`src/rtl/dice_lights_pkg.sv`:
```
// Shared types, bus patterns and segment table for the dice/lights receiver.
// Imported by dice_lights_decoder and traffic_seq_checker.
package dice_lights_pkg;

    typedef enum logic [2:0] {
        SYNC    = 3'd0,
        RED     = 3'd1,
        RED_AMB = 3'd2,
        GREEN   = 3'd3,
        AMBER   = 3'd4
    } light_state_t;

    // Lights are packed {red,amber,green}
    localparam logic [2:0] PAT_RED     = 3'b100;
    localparam logic [2:0] PAT_RED_AMB = 3'b110;
    localparam logic [2:0] PAT_GREEN   = 3'b001;
    localparam logic [2:0] PAT_AMBER   = 3'b010;

    // Active-high {g,f,e,d,c,b,a}; anything outside 1..6 is blank
    function automatic logic [6:0] seg7_lut(input logic [2:0] d);
        logic [6:0] s;
        case (d)
            3'd1:    s = 7'b0000110;
            3'd2:    s = 7'b1011011;
            3'd3:    s = 7'b1001111;
            3'd4:    s = 7'b1100110;
            3'd5:    s = 7'b1101101;
            3'd6:    s = 7'b1111101;
            default: s = 7'b0000000;
        endcase
        return s;
    endfunction

endpackage

```
`src/rtl/traffic_seq_checker.sv`:
```
// Lights phase tracker with sticky legality flag.
// Ports: clk, rst(n), en, force_sync, pat, clr in; state, seq_err out.
module traffic_seq_checker
    import dice_lights_pkg::*;
(
    input  logic         clk,
    input  logic         rst,
    input  logic         en,
    input  logic         force_sync,
    input  logic [2:0]   pat,
    input  logic         clr,
    output light_state_t state,
    output logic         seq_err
);

    light_state_t st_q, st_d;
    light_state_t pat_ph, succ;
    logic         pat_ok;
    logic         err_set;
    logic         err_d;

    always_comb begin
        pat_ok = 1'b1;
        pat_ph = SYNC;
        case (pat)
            PAT_RED:     pat_ph = RED;
            PAT_RED_AMB: pat_ph = RED_AMB;
            PAT_GREEN:   pat_ph = GREEN;
            PAT_AMBER:   pat_ph = AMBER;
            default:     pat_ok = 1'b0;
        endcase
    end

    always_comb begin
        succ = SYNC;
        case (st_q)
            RED:     succ = RED_AMB;
            RED_AMB: succ = GREEN;
            GREEN:   succ = AMBER;
            AMBER:   succ = RED;
            default: succ = SYNC;
        endcase
    end

    always_comb begin
        st_d    = st_q;
        err_set = 1'b0;
        if (force_sync) begin
            st_d = SYNC;
        end else if (en) begin
            if (!pat_ok) begin
                err_set = 1'b1;
                st_d    = SYNC;
            end else if (st_q == SYNC) begin
                st_d = pat_ph;
            end else if (pat_ph == succ) begin
                st_d = pat_ph;
            end else if (pat_ph != st_q) begin
                // legal pattern out of order: drop to SYNC, resync next cycle
                err_set = 1'b1;
                st_d    = SYNC;
            end
        end
        err_d = clr ? 1'b0 : (seq_err | err_set);
    end

    always_ff @(posedge clk or negedge rst) begin
        if (!rst) begin
            st_q    <= SYNC;
            seq_err <= 1'b0;
        end else begin
            st_q    <= st_d;
            seq_err <= err_d;
        end
    end

    assign state = st_q;

endmodule

```
`src/rtl/dice_lights_decoder.sv`:
```
// Receiver for the shared 3-bit dice/lights bus: debounced dice + lights tracker.
// Ports: clk, rst(n), sel, result, clr in; dice_val, seg, throw_count, dice_err, light_state, seq_err out.
module dice_lights_decoder #(
    parameter int unsigned CNT_W          = 8,
    parameter int unsigned STABLE_CYC     = 4,
    parameter bit          SEG_ACTIVE_LOW = 1'b0
) (
    input  logic             clk,
    input  logic             rst,
    input  logic             sel,
    input  logic [2:0]       result,
    input  logic             clr,
    output logic [2:0]       dice_val,
    output logic [6:0]       seg,
    output logic [CNT_W-1:0] throw_count,
    output logic             dice_err,
    output logic [2:0]       light_state,
    output logic             seq_err
);
    import dice_lights_pkg::*;

    localparam int unsigned    STW      = $clog2(STABLE_CYC + 1);
    localparam logic [STW-1:0] STAB_MAX = STW'(STABLE_CYC);
    localparam logic [STW-1:0] STAB_PRE = STW'(STABLE_CYC - 1);
    localparam bit             ONE_CYC  = (STABLE_CYC == 1);

    logic           sel_q, sel_p;
    logic           vld_q, vld_p;
    logic [2:0]     res_q;
    logic [2:0]     dprev;
    logic [STW-1:0] stab_cnt;

    logic blank;
    logic dice_en, lite_en;
    logic force_sync, stab_rst;
    logic changed, settle, good;
    logic [6:0] seg_raw;
    light_state_t ls;

    // vld_q marks the first real sample after reset; vld_p keeps that
    // first sample from being treated as a sel switch.
    always_ff @(posedge clk or negedge rst) begin
        if (!rst) begin
            sel_q <= 1'b0;
            res_q <= 3'd0;
            vld_q <= 1'b0;
            sel_p <= 1'b0;
            vld_p <= 1'b0;
        end else begin
            sel_q <= sel;
            res_q <= result;
            vld_q <= 1'b1;
            sel_p <= sel_q;
            vld_p <= vld_q;
        end
    end

    always_comb begin
        blank      = vld_p & (sel_q ^ sel_p);
        dice_en    = vld_q & ~sel_q & ~blank;
        lite_en    = vld_q & sel_q & ~blank;
        force_sync = vld_q & blank & sel_q;
        stab_rst   = vld_q & blank & ~sel_q;
        changed    = (res_q != dprev);
        good       = (|res_q) & ~(&res_q);
        // settle exactly once, on the step into STABLE_CYC
        settle     = dice_en &
                     (changed ? ONE_CYC : (stab_cnt == STAB_PRE));
    end

    always_ff @(posedge clk or negedge rst) begin
        if (!rst) begin
            dprev    <= 3'd0;
            stab_cnt <= '0;
        end else if (stab_rst) begin
            stab_cnt <= '0;
        end else if (dice_en) begin
            dprev <= res_q;
            if (changed)
                stab_cnt <= STW'(1);
            else if (stab_cnt != STAB_MAX)
                stab_cnt <= stab_cnt + STW'(1);
        end
    end

    always_ff @(posedge clk or negedge rst) begin
        if (!rst) begin
            dice_val    <= 3'd0;
            dice_err    <= 1'b0;
            throw_count <= '0;
        end else begin
            dice_err <= settle & ~good;
            if (settle && good)
                dice_val <= res_q;
            if (clr)
                throw_count <= '0;
            else if (settle && good && !(&throw_count))
                throw_count <= throw_count + CNT_W'(1);
        end
    end

    assign seg_raw = seg7_lut(dice_val);
    assign seg     = SEG_ACTIVE_LOW ? ~seg_raw : seg_raw;

    traffic_seq_checker u_seq (
        .clk        (clk),
        .rst        (rst),
        .en         (lite_en),
        .force_sync (force_sync),
        .pat        (res_q),
        .clr        (clr),
        .state      (ls),
        .seq_err    (seq_err)
    );

    assign light_state = ls;

endmodule

```
`config.mk`:
```
export PLATFORM = sky130hd
export DESIGN_NAME = dice_lights_decoder
export DESIGN_NICKNAME = d
export VERILOG_FILES = /design/src/rtl/dice_lights_pkg.sv /design/src/rtl/traffic_seq_checker.sv /design/src/rtl/dice_lights_decoder.sv
export SDC_FILE = /design/constraint.sdc
export NUM_CORES = 1
export LEC_CHECK = 0
export BUFFER_PORTS_ARGS = -buffer_cell sky130_fd_sc_hd__buf_2
export CAP_MARGIN = 10
export CORE_AREA = 4 4 75 77
export CTS_BUF_LIST = sky130_fd_sc_hd__clkbuf_8
export DETAILED_ROUTE_END_ITERATION = 10
export DIE_AREA = 0 0 79 81
export HOLD_SLACK_MARGIN = 0.15
export PLACE_DENSITY = 0.53
export SLEW_MARGIN = 20
export SYNTH_ARGS = -nofsm -noshare
export SYNTH_HDL_FRONTEND = slang
export SYNTH_SLANG_ARGS = --single-unit
```
`constraint.sdc`:
```
create_clock -name clk -period 2.9 [get_ports clk]
set_input_delay 0.58 -clock clk [delete_from_list [all_inputs] [get_ports clk]]
set_output_delay 0.58 -clock clk [all_outputs]
set_load 0.01 [all_outputs]
```
==> results.py, run 1 <==
metrics = {
    "status": {
        "status": "completed",
    },
    "run": {
        "drv_cap": 0,
    },
    "sta": {
        "finalCritPeriodShare_pct": 76.2,
        "worst_pin_slew_ns": 0.656,
        "relSlewSlack_pct": 56.3,
        "rsz0062_at_grt": "false",
        "finClkSkew_ns": 0.0120,
        "final.setup.tns_ns": 0,
        "setup_viol": 0,
        "fin_crit_ns": 2.21,
        "maxSlewViolCount": 0,
        "fmax_mhz": 452,
        "final_hold_viol_count": 0,
    },
    "clock_network": {
        "cts_tree": "yes",
        "cts_resized": 0,
        "cts.sinks": 29,
        "clockBufferDepth": 2,
        "numCtsBuffers": 5,
        "htreeDepth": 2,
        "clk_latency_ns": 0.29,
        "clkTransAtPathRegs_ns": 0.07,
        "ctsHoldBuffers": 0,
        "cts_root_buf": "clkbuf_8",
        "post_cts_buffers": 0,
    },
    "layout": {
        "drive_gt1_share_pct": 21.6,
        "final_net_count": 228,
        "final_area_sq_mm": 0.00201,
        "multi_input_area_sq_um": 936,
        "fill_cells": 542,
        "regArea_sq_um": 726,
        "antenna_cells": 0,
        "synthToLayoutAreaGrowth_pct": 15.2,
    },
    "floorplan": {
        "core_sq_mm": 0.00501,
        "std_cell_rows": 26,
        "ioPinCount": 30,
        "die_h_microns": 81,
        "fp.dieArea_sq_mm": 0.00640,
        "die_w_microns": 79,
        "start_util_pct": 34.9,
    },
    "grt": {
        "grt_max_degree": 30,
        "grt_use_total_pct": 12.6,
        "grt_antenna_before_repair": 0,
        "grt_pass1_wl_mm": 6.28,
        "grt_pass1_vias": 1286,
        "grt_overflow": 0,
    },
    "synth": {
        "ys.warnings.count": 0,
        "synth_ff_type": "dfrtp_1",
        "syn_inst": 192,
        "yosys.area.top_type_share_pct": 41.5,
        "synth_cell_types": 50,
        "synth-seq-cells": 29,
        "seq_area_frac_synth_pct": 41.5,
        "synth_area_leaders": "dfrtp_1 (42%), nand2_1 (4.1%), nor2_1 (3.7%)",
        "synth-async-reset-ratio_pct": 100,
        "synth_nets": 203,
        "syn_area_sq_mm": 0.00175,
        "synth-edff-count": 0,
        "yosys.area.top_type": "dfrtp_1",
        "syn_avg_cell_area_sq_um": 9.10,
    },
    "power": {
        "power_density_mw_per_mm2": 476,
        "ir_drop_mv": 0.250,
        "power.leakage_nw": 0.900,
    },
    "drt": {
        "ant_nets": 0,
        "drt-initial-drc-count": 99,
        "drc_errors": 0,
        "drt-met1-wl_mm": 1.85,
        "wl_mm": 3.77,
        "vias": 1469,
        "detail_route.wl_per_cell_microns": 13.1,
        "dr_wl_met3_microns": 158,
        "top_layer_used": "met4",
        "wl_met2_mm": 1.71,
        "viasPerCell": 5.10,
        "drt_pre_antenna_iters": 4,
    },
    "critical_path": {
        "worst_setup_path_start_kind": "flop",
        "slowest_stage": "dfrtp_1",
        "worstSetupPathType": "reg2reg",
        "cpPeakStageDelay_ns": 0.68,
        "required_ns": 3.07,
        "end_kind": "flop",
        "arrival_ns": 2.38,
        "crit_family": "simple AND/OR/NAND/NOR gates",
        "critPathBufInv": 0,
        "crit_chain": "xor2_2 > nor3_4 > nand4_2 > nor4_1 > mux2_1",
        "path_max_fanout": 17,
    },
    "placement": {
        "port_buffers": 29,
        "gp_congestion": 0.740,
        "hpwl_mm": 2.67,
        "post_dp_cell_area_sq_mm": 0.00193,
    },
    "min_path": {
        "min_path_type": "in2async",
    },
}
[worst paths after layout]
kind                       startpoint              to  slack, ns  depth (start not counted)
max                          res_q[2]  throw_count[7]       0.69                          5
min                               rst  u_seq.state[1]       0.32                          1
max reg2reg                  res_q[2]  throw_count[7]       0.69                          5
min reg2reg                     vld_q           vld_p       0.42                          0
max in group asynchronous         rst  throw_count[0]       2.14                          1
min in group clk            result[2]        res_q[2]       0.41                          1
[metrics by stage]
step           hold WS [ns]  setup slack, ns  utilization [%]  cells  power [mW]
2_1_floorplan         0.284            0.967                -    192       0.589
3_3_place_gp          0.409            0.763             38.5    280       0.640
3_5_place_dp          0.417            0.696             38.5    280       0.642
4_1_cts               0.355            0.685             40.2    288       0.975
5_1_grt               0.384            0.529             40.2    288        1.02
6_report              0.321            0.689             40.2    288       0.958
[final cells by class]
class | instances | share of cell area, %
clock inverter | 3 | 0.870
tap | 70 | 4.35
clock buffer | 5 | 3.42
inverter | 7 | 1.30
multi-input combinational | 144 | 46.5
timing repair buffer | 30 | 7.58
sequential | 29 | 36.0
[layout by cell type, fill, tap and decap left out, types with 4 or more instances in the layout]
cell type and n:
xnor2_1 5, a21oi_1 9, inv_1 6, ha_1 4, nor2b_1 9, clkbuf_8 5, nand2b_1 5, o21ai_0 9
or3_1 4, nand2_1 19, buf_2 29, nand3_1 8, mux2_2 4, dfrtp_1 29, nor2_1 17
[synth_stat cells, types with 2 or more instances]
cell,count
o21ai_0,9
nand2_1,19
nand3b_1,2
clkbuf_1,9
a211o_1,3
ha_1,4
o211ai_1,3
mux2_2,4
nand2b_1,5
xnor2_1,5
a311oi_1,2
or3_1,4
xor2_1,2
buf_4,2
a32o_1,3
a21boi_0,2
nor4_1,2
o22ai_1,3
o21a_1,2
a31oi_1,2
and3_1,3
nand3_1,8
nor2_1,17
a21oi_1,9
inv_1,6
dfrtp_1,29
nor2b_1,9
o31ai_1,2
[report_power, final]
part	leakage (nW)	total, mW	switching, mW	internal, mW
sequential	0.378	0.469	0.0410	0.428
combinational	0.478	0.163	0.0913	0.0716
clock	0.0439	0.326	0.161	0.165
total	0.900	0.958	0.294	0.665
[cell families (layout without fill, tap and decap cells)]
group / after synthesis / after routing / synth area share [%]
compound gates: 48 / 48 / 18.9
buf+inv: 19 / 45 / 4.94
flops: 29 / 29 / 41.5
other cells: 1 / 1 / 0.215
mux: 6 / 6 / 4.08
simple gates: 77 / 77 / 23.0
xor+xnor: 8 / 8 / 4.44
fa+ha+maj: 4 / 4 / 2.86
[flip-flops by register name (all words and copies together), names as in the netlist]
name / flops
sel_q: 1
u_seq.state: 3
dice_err: 1
u_seq.seq_err: 1
stab_cnt: 3
vld_q: 1
dprev: 3
dice_val: 3
vld_p: 1
sel_p: 1
res_q: 3
throw_count: 8
[metal layers]
layer	GRT usage, %	up-vias
met5	0	-
met3	3.77	7
met4	4.64	0
li1	-	737
met2	18.4	27
met1	17.6	698
[worst register-to-register path, stage by stage, from the launching register on]
cell and delay (ns):
dfrtp_1 0.68, xor2_2 0.16, nor3_4 0.36, nand4_2 0.22
nor4_1 0.32, mux2_1 0.35
No activity file was read; power rests on OpenSTA's default activity.
==> inputs of run 2 (changes only) <==
--- a/config.mk
+++ b/config.mk
@@ -12,7 +12,7 @@
 export DETAILED_ROUTE_END_ITERATION = 10
 export DIE_AREA = 0 0 79 81
 export HOLD_SLACK_MARGIN = 0.15
-export PLACE_DENSITY = 0.53
+export PLACE_DENSITY = 0.55
 export SLEW_MARGIN = 20
 export SYNTH_ARGS = -nofsm -noshare
 export SYNTH_HDL_FRONTEND = slang
==> constraint.sdc (replaced) <==
create_clock -name clk -period 2 [get_ports clk]
set_input_delay 0.4 -clock clk [delete_from_list [all_inputs] [get_ports clk]]
set_output_delay 0.4 -clock clk [all_outputs]
set_load 0.01 [all_outputs]
==> run 2 against run 1 <==
Utilization is 1.8 points higher. Non-clock buffer count is 9 higher. Clock power is 65% higher. Final area is 4.6% higher. First-iteration DRC count is 23% lower. Largest cell class unchanged. Register-to-register slack worse by 0.60 ns. Die area stayed put. Cell count is 3.1% higher. Worst setup slack worse by 0.60 ns. Wire length is 4.6% higher. Count of clock-buffer cells in the layout is 2 higher. Combinational power is 72% higher.
==> results.py, run 2 (synthesized netlist as in run 1, its figures left out) <==
metrics = {
    "status": {
        "status": "completed",
    },
    "grt": {
        "grt_antenna_before_repair": 0,
        "grt_overflow": 0,
        "grt_max_degree": 30,
        "grt_pass1_vias": 1373,
        "grt_pass1_wl_mm": 6.60,
        "grt_use_total_pct": 13.3,
    },
    "layout": {
        "fill_cells": 515,
        "drive_gt1_share_pct": 26.0,
        "largest_reg_flops": 8,
        "final_cell_mix": "dfrtp_1 (29), buf_2 (29), nand2_1 (19)",
        "synthToLayoutAreaGrowth_pct": 20.5,
        "final_net_count": 237,
        "final_area_sq_mm": 0.00211,
        "regMostFlops": "throw_count",
        "antenna_cells": 0,
    },
    "critical_path": {
        "reg2reg_slack_ns": 0.09,
        "worst_setup_path_start_kind": "flop",
        "arrival_ns": 2.08,
        "cpPeakStageDelay_ns": 0.40,
        "end_kind": "flop",
        "crit_family": "simple AND/OR/NAND/NOR gates",
        "path_max_fanout": 5,
        "crit_chain": "ha_2 > nand2_1 > or3_1 > and4_2 > nand4_1 > mux2_4",
        "slowest_stage": "dfrtp_1",
        "worstSetupPathType": "reg2reg",
        "required_ns": 2.17,
        "critPathBufInv": 0,
    },
    "floorplan": {
        "start_util_pct": 34.9,
        "die_h_microns": 81,
        "die_w_microns": 79,
        "fp.dieArea_sq_mm": 0.00640,
        "std_cell_rows": 26,
        "ioPinCount": 30,
        "core_sq_mm": 0.00501,
    },
    "clock_network": {
        "ctsHoldBuffers": 0,
        "clkTransAtPathRegs_ns": 0.07,
        "post_cts_buffers": 0,
        "clockBufferDepth": 2,
        "cts_tree": "yes",
        "htreeDepth": 2,
        "cts.sinks": 29,
        "numCtsBuffers": 5,
        "clk_latency_ns": 0.28,
        "cts_root_buf": "clkbuf_8",
    },
    "drt": {
        "wl_mm": 3.95,
        "ant_nets": 0,
        "viasPerCell": 4.95,
        "vias": 1471,
        "drc_errors": 0,
        "detail_route.wl_per_cell_microns": 13.3,
        "drt_pre_antenna_iters": 4,
        "drt-initial-drc-count": 76,
    },
    "placement": {
        "post_dp_cell_area_sq_mm": 0.00200,
        "gp_congestion": 0.797,
        "port_buffers": 29,
        "hpwl_mm": 2.88,
    },
    "sta": {
        "final_hold_viol_count": 0,
        "fin_crit_ns": 1.91,
        "relSlewSlack_pct": 54.7,
        "fmax_mhz": 523,
        "finClkSkew_ns": 0.0112,
        "rsz0062_at_grt": "false",
        "finalCritPeriodShare_pct": 95.5,
        "final.setup.tns_ns": 0,
        "worst_pin_slew_ns": 0.679,
        "hold_ws_ns": 0.151,
        "maxSlewViolCount": 0,
        "setup_viol": 0,
    },
    "power": {
        "power_density_mw_per_mm2": 701,
        "power.leakage_nw": 0.952,
        "finalPower_mw": 1.48,
        "p_int_mw": 1.05,
        "p_sw_share_pct": 28.8,
        "p_clk_share_pct": 36.5,
        "power.switching_mw": 0.425,
        "power_frac_seq_pct": 44.6,
        "comb_power_share_pct": 18.9,
        "ir_drop_mv": 0.479,
    },
    "run": {
        "drv_cap": 0,
    },
    "min_path": {
        "min_path_type": "in2async",
    },
}
run 2: changes by cell type in the layout (fill, tap and decap cells not counted), sizes merged:
cell / before / now
clkinv: 3 / 2
buf: 30 / 39
clkbuf: 5 / 7
clkinvlp: 1 / 0
run 2: timing repair:
action                                 in CTS  in global routing
gates resized for setup                     0                  3
setup endpoints to repair                   0                  2
endpoints found under the hold margin       0                  0
run 2: routing by layer:
metal  up-vias  GRT usage [%]  part of all wire (%)
met1       681           17.9                    48
met5         -              0                     0
met2        33           20.9                    46
met3         6           3.88                   4.7
met4         0           3.61                  0.91
li1        751              -                     -
run 2: worst paths after layout:
check,from,end,cells past startpoint
worst max-delay path,throw_count[0],throw_count[4],6
worst min-delay path,rst,dprev[1],1
worst max register to register,throw_count[0],throw_count[4],6
worst min register to register,vld_q,vld_p,0
max in group asynchronous,rst,throw_count[1],1
min in group clk,sel,sel_q,1
run 2: metrics by stage:
step	setup slack, ns	std cells	util (%)
after floorplan	0.0667	192	-
after global placement	0.130	289	39.8
after detailed placement	0.0874	289	39.8
after CTS	0.0854	297	41.9
after global routing	0.0109	297	42.1
final	0.0894	297	42.1
run 2: power groups by stage:
stage	Combinational [mW]	Sequential, mW	Clock [mW]
2_1_floorplan	0.189	0.665	0
3_3_place_gp	0.281	0.668	0
3_5_place_dp	0.280	0.670	0
4_1_cts	0.282	0.659	0.558
5_1_grt	0.314	0.664	0.583
6_report	0.280	0.658	0.539
run 2: cell type report:
class	instances	area (sq um)	share of cell area, %
clock inverter	1	5.00	0.238
inverter	7	26.3	1.25
timing repair buffer	39	220	10.5
clock buffer	7	96.3	4.57
tap	70	87.6	4.16
sequential	29	726	34.4
multi-input combinational	144	946	44.9
run 2: worst register-to-register path, stage by stage, from the launching register on:
cell     delay, ns
dfrtp_1       0.40
ha_2          0.22
nand2_1       0.07
or3_1         0.39
and4_2        0.30
nand4_1       0.12
mux2_4        0.30
==> inputs of run 3 (changes only) <==
--- a/config.mk
+++ b/config.mk
@@ -13,6 +13,7 @@
 export DIE_AREA = 0 0 79 81
 export HOLD_SLACK_MARGIN = 0.15
 export PLACE_DENSITY = 0.55
+export RECOVER_POWER = 25
 export SLEW_MARGIN = 20
 export SYNTH_ARGS = -nofsm -noshare
 export SYNTH_HDL_FRONTEND = slang
==> run 3 against run 2 <==
Largest power group unchanged. Wire length up 0.76%. Sequential power about the same. Clock power about the same. Count of clock-buffer cells in the layout unchanged. Global-route usage is the same. Non-clock buffer count stayed put. Critical path depth stayed put. Largest cell class unchanged. The flow now finishes with violations (capacitance limit, slew limit).
==> results.py, run 3 (synthesized netlist as in run 1, its figures left out) <==
metrics = {
    "critical_path": {
        "worst_setup_path_start_kind": "flop",
        "end_kind": "flop",
        "required_ns": 2.17,
        "worstSetupPathType": "reg2reg",
        "crit_chain": "ha_2 > nand2_1 > or3_1 > and4_2 > nand4_1 > mux2_4",
        "cpPeakStageDelay_ns": 0.40,
        "arrival_ns": 2.08,
        "slowest_stage": "dfrtp_1",
        "crit_family": "simple AND/OR/NAND/NOR gates",
        "critPathBufInv": 0,
        "path_max_fanout": 5,
    },
    "power": {
        "power_density_mw_per_mm2": 701,
        "power.leakage_nw": 0.949,
        "finalPower_mw": 1.48,
        "ir_drop_mv": 0.477,
    },
    "clock_network": {
        "clk_latency_ns": 0.28,
        "cts.sinks": 29,
        "ctsHoldBuffers": 0,
        "cts_resized": 0,
        "htreeDepth": 2,
        "cts_tree": "yes",
        "cts_root_buf": "clkbuf_8",
        "numCtsBuffers": 5,
        "post_cts_buffers": 0,
        "clockBufferDepth": 2,
        "clkTransAtPathRegs_ns": 0.06,
    },
    "grt": {
        "grt_max_degree": 30,
        "grt_antenna_before_repair": 0,
        "grt_use_total_pct": 13.3,
        "grt_pass1_vias": 1373,
        "grt_overflow": 0,
        "grt_pass1_wl_mm": 6.60,
    },
    "sta": {
        "rsz0062_at_grt": "false",
        "final.setup.tns_ns": 0,
        "setup_viol": 0,
        "finalCritPeriodShare_pct": 95.4,
        "fin_crit_ns": 1.91,
        "final_hold_viol_count": 0,
        "worst_pin_slew_ns": 1.68,
        "finClkSkew_ns": 0.0101,
        "relSlewSlack_pct": -11.8,
        "maxSlewViolCount": 30,
        "fmax_mhz": 524,
    },
    "layout": {
        "regMostFlops": "throw_count",
        "largest_reg_flops": 8,
        "drive_gt1_share_pct": 25.6,
        "final_cell_mix": "dfrtp_1 (29), buf_2 (28), nand2_1 (19)",
        "layout_commonest_cell": "dfrtp_1",
        "antenna_cells": 0,
        "synthToLayoutAreaGrowth_pct": 20.5,
        "final_net_count": 237,
    },
    "floorplan": {
        "fp.dieArea_sq_mm": 0.00640,
        "ioPinCount": 30,
        "core_sq_mm": 0.00501,
        "start_util_pct": 34.9,
        "std_cell_rows": 26,
        "die_w_microns": 79,
        "die_h_microns": 81,
    },
    "drt": {
        "drc_errors": 0,
        "detail_route.wl_per_cell_microns": 13.4,
        "ant_nets": 0,
        "drt-initial-drc-count": 61,
        "drt_pre_antenna_iters": 4,
        "wl_mm": 3.98,
        "viasPerCell": 4.96,
        "vias": 1472,
    },
    "run": {
        "drv_cap": 1,
    },
    "placement": {
        "gp_congestion": 0.797,
        "port_buffers": 29,
        "hpwl_mm": 2.88,
    },
    "status": {
        "status": "finished with violations",
        "violations": "capacitance limit, slew limit",
    },
    "min_path": {
        "min_path_type": "in2reg",
    },
}
run 3: power by group:
group          internal, mW  switching (mW)  total (mW)
clock network         0.311           0.228       0.538
registers             0.621          0.0375       0.659
logic                 0.120           0.160       0.280
total                  1.05           0.425        1.48
run 3: layout make-up:
type / instances / area, sq um
Fill cell: 515 / 2900
Sequential cell: 29 / 726
Timing Repair Buffer: 39 / 219
Tap cell: 70 / 87.6
Clock buffer: 7 / 96.3
Inverter: 7 / 26.3
Clock inverter: 1 / 5.00
Multi-Input combinational cell: 144 / 946
run 3: path summary, 6_finish.rpt:
| kind | end | cells after the start | from | slack [ns] |
|---|---|---|---|---|
| worst max-delay path | throw_count[4] | 6 | throw_count[0] | 0.09 |
| worst min-delay path | sel_q | 1 | sel | 0.23 |
| worst max register to register | throw_count[4] | 6 | throw_count[0] | 0.09 |
| worst min register to register | sel_p | 0 | sel_q | 0.43 |
| max in group asynchronous | throw_count[1] | 1 | rst | 0.48 |
| min in group asynchronous | dprev[1] | 1 | rst | 0.54 |
run 3: routing by layer:
layer	wire length, microns	track usage (%)	vias up	share of wire (%)
li1	-	-	755	-
met1	1980	17.9	688	50
met2	1800	20.9	23	45
met3	161	3.88	6	4.1
met4	36	3.61	0	0.91
met5	0	0	-	0
run 3: per-stage QoR:
step | hold slack [ns] | setup slack, ns | cell area [sq um] | util, % | std cells
CTS | 0.171 | 0.0854 | 2100 | 41.9 | 297
global route | 0.218 | 0.0109 | 2110 | 42.0 | 297
global placement | 0.413 | 0.130 | 2000 | 39.8 | 289
finish | 0.228 | 0.0913 | 2110 | 42.0 | 297
floorplan | 0.104 | 0.0667 | 1750 | - | 192
detailed placement | 0.424 | 0.0874 | 2000 | 39.8 | 289
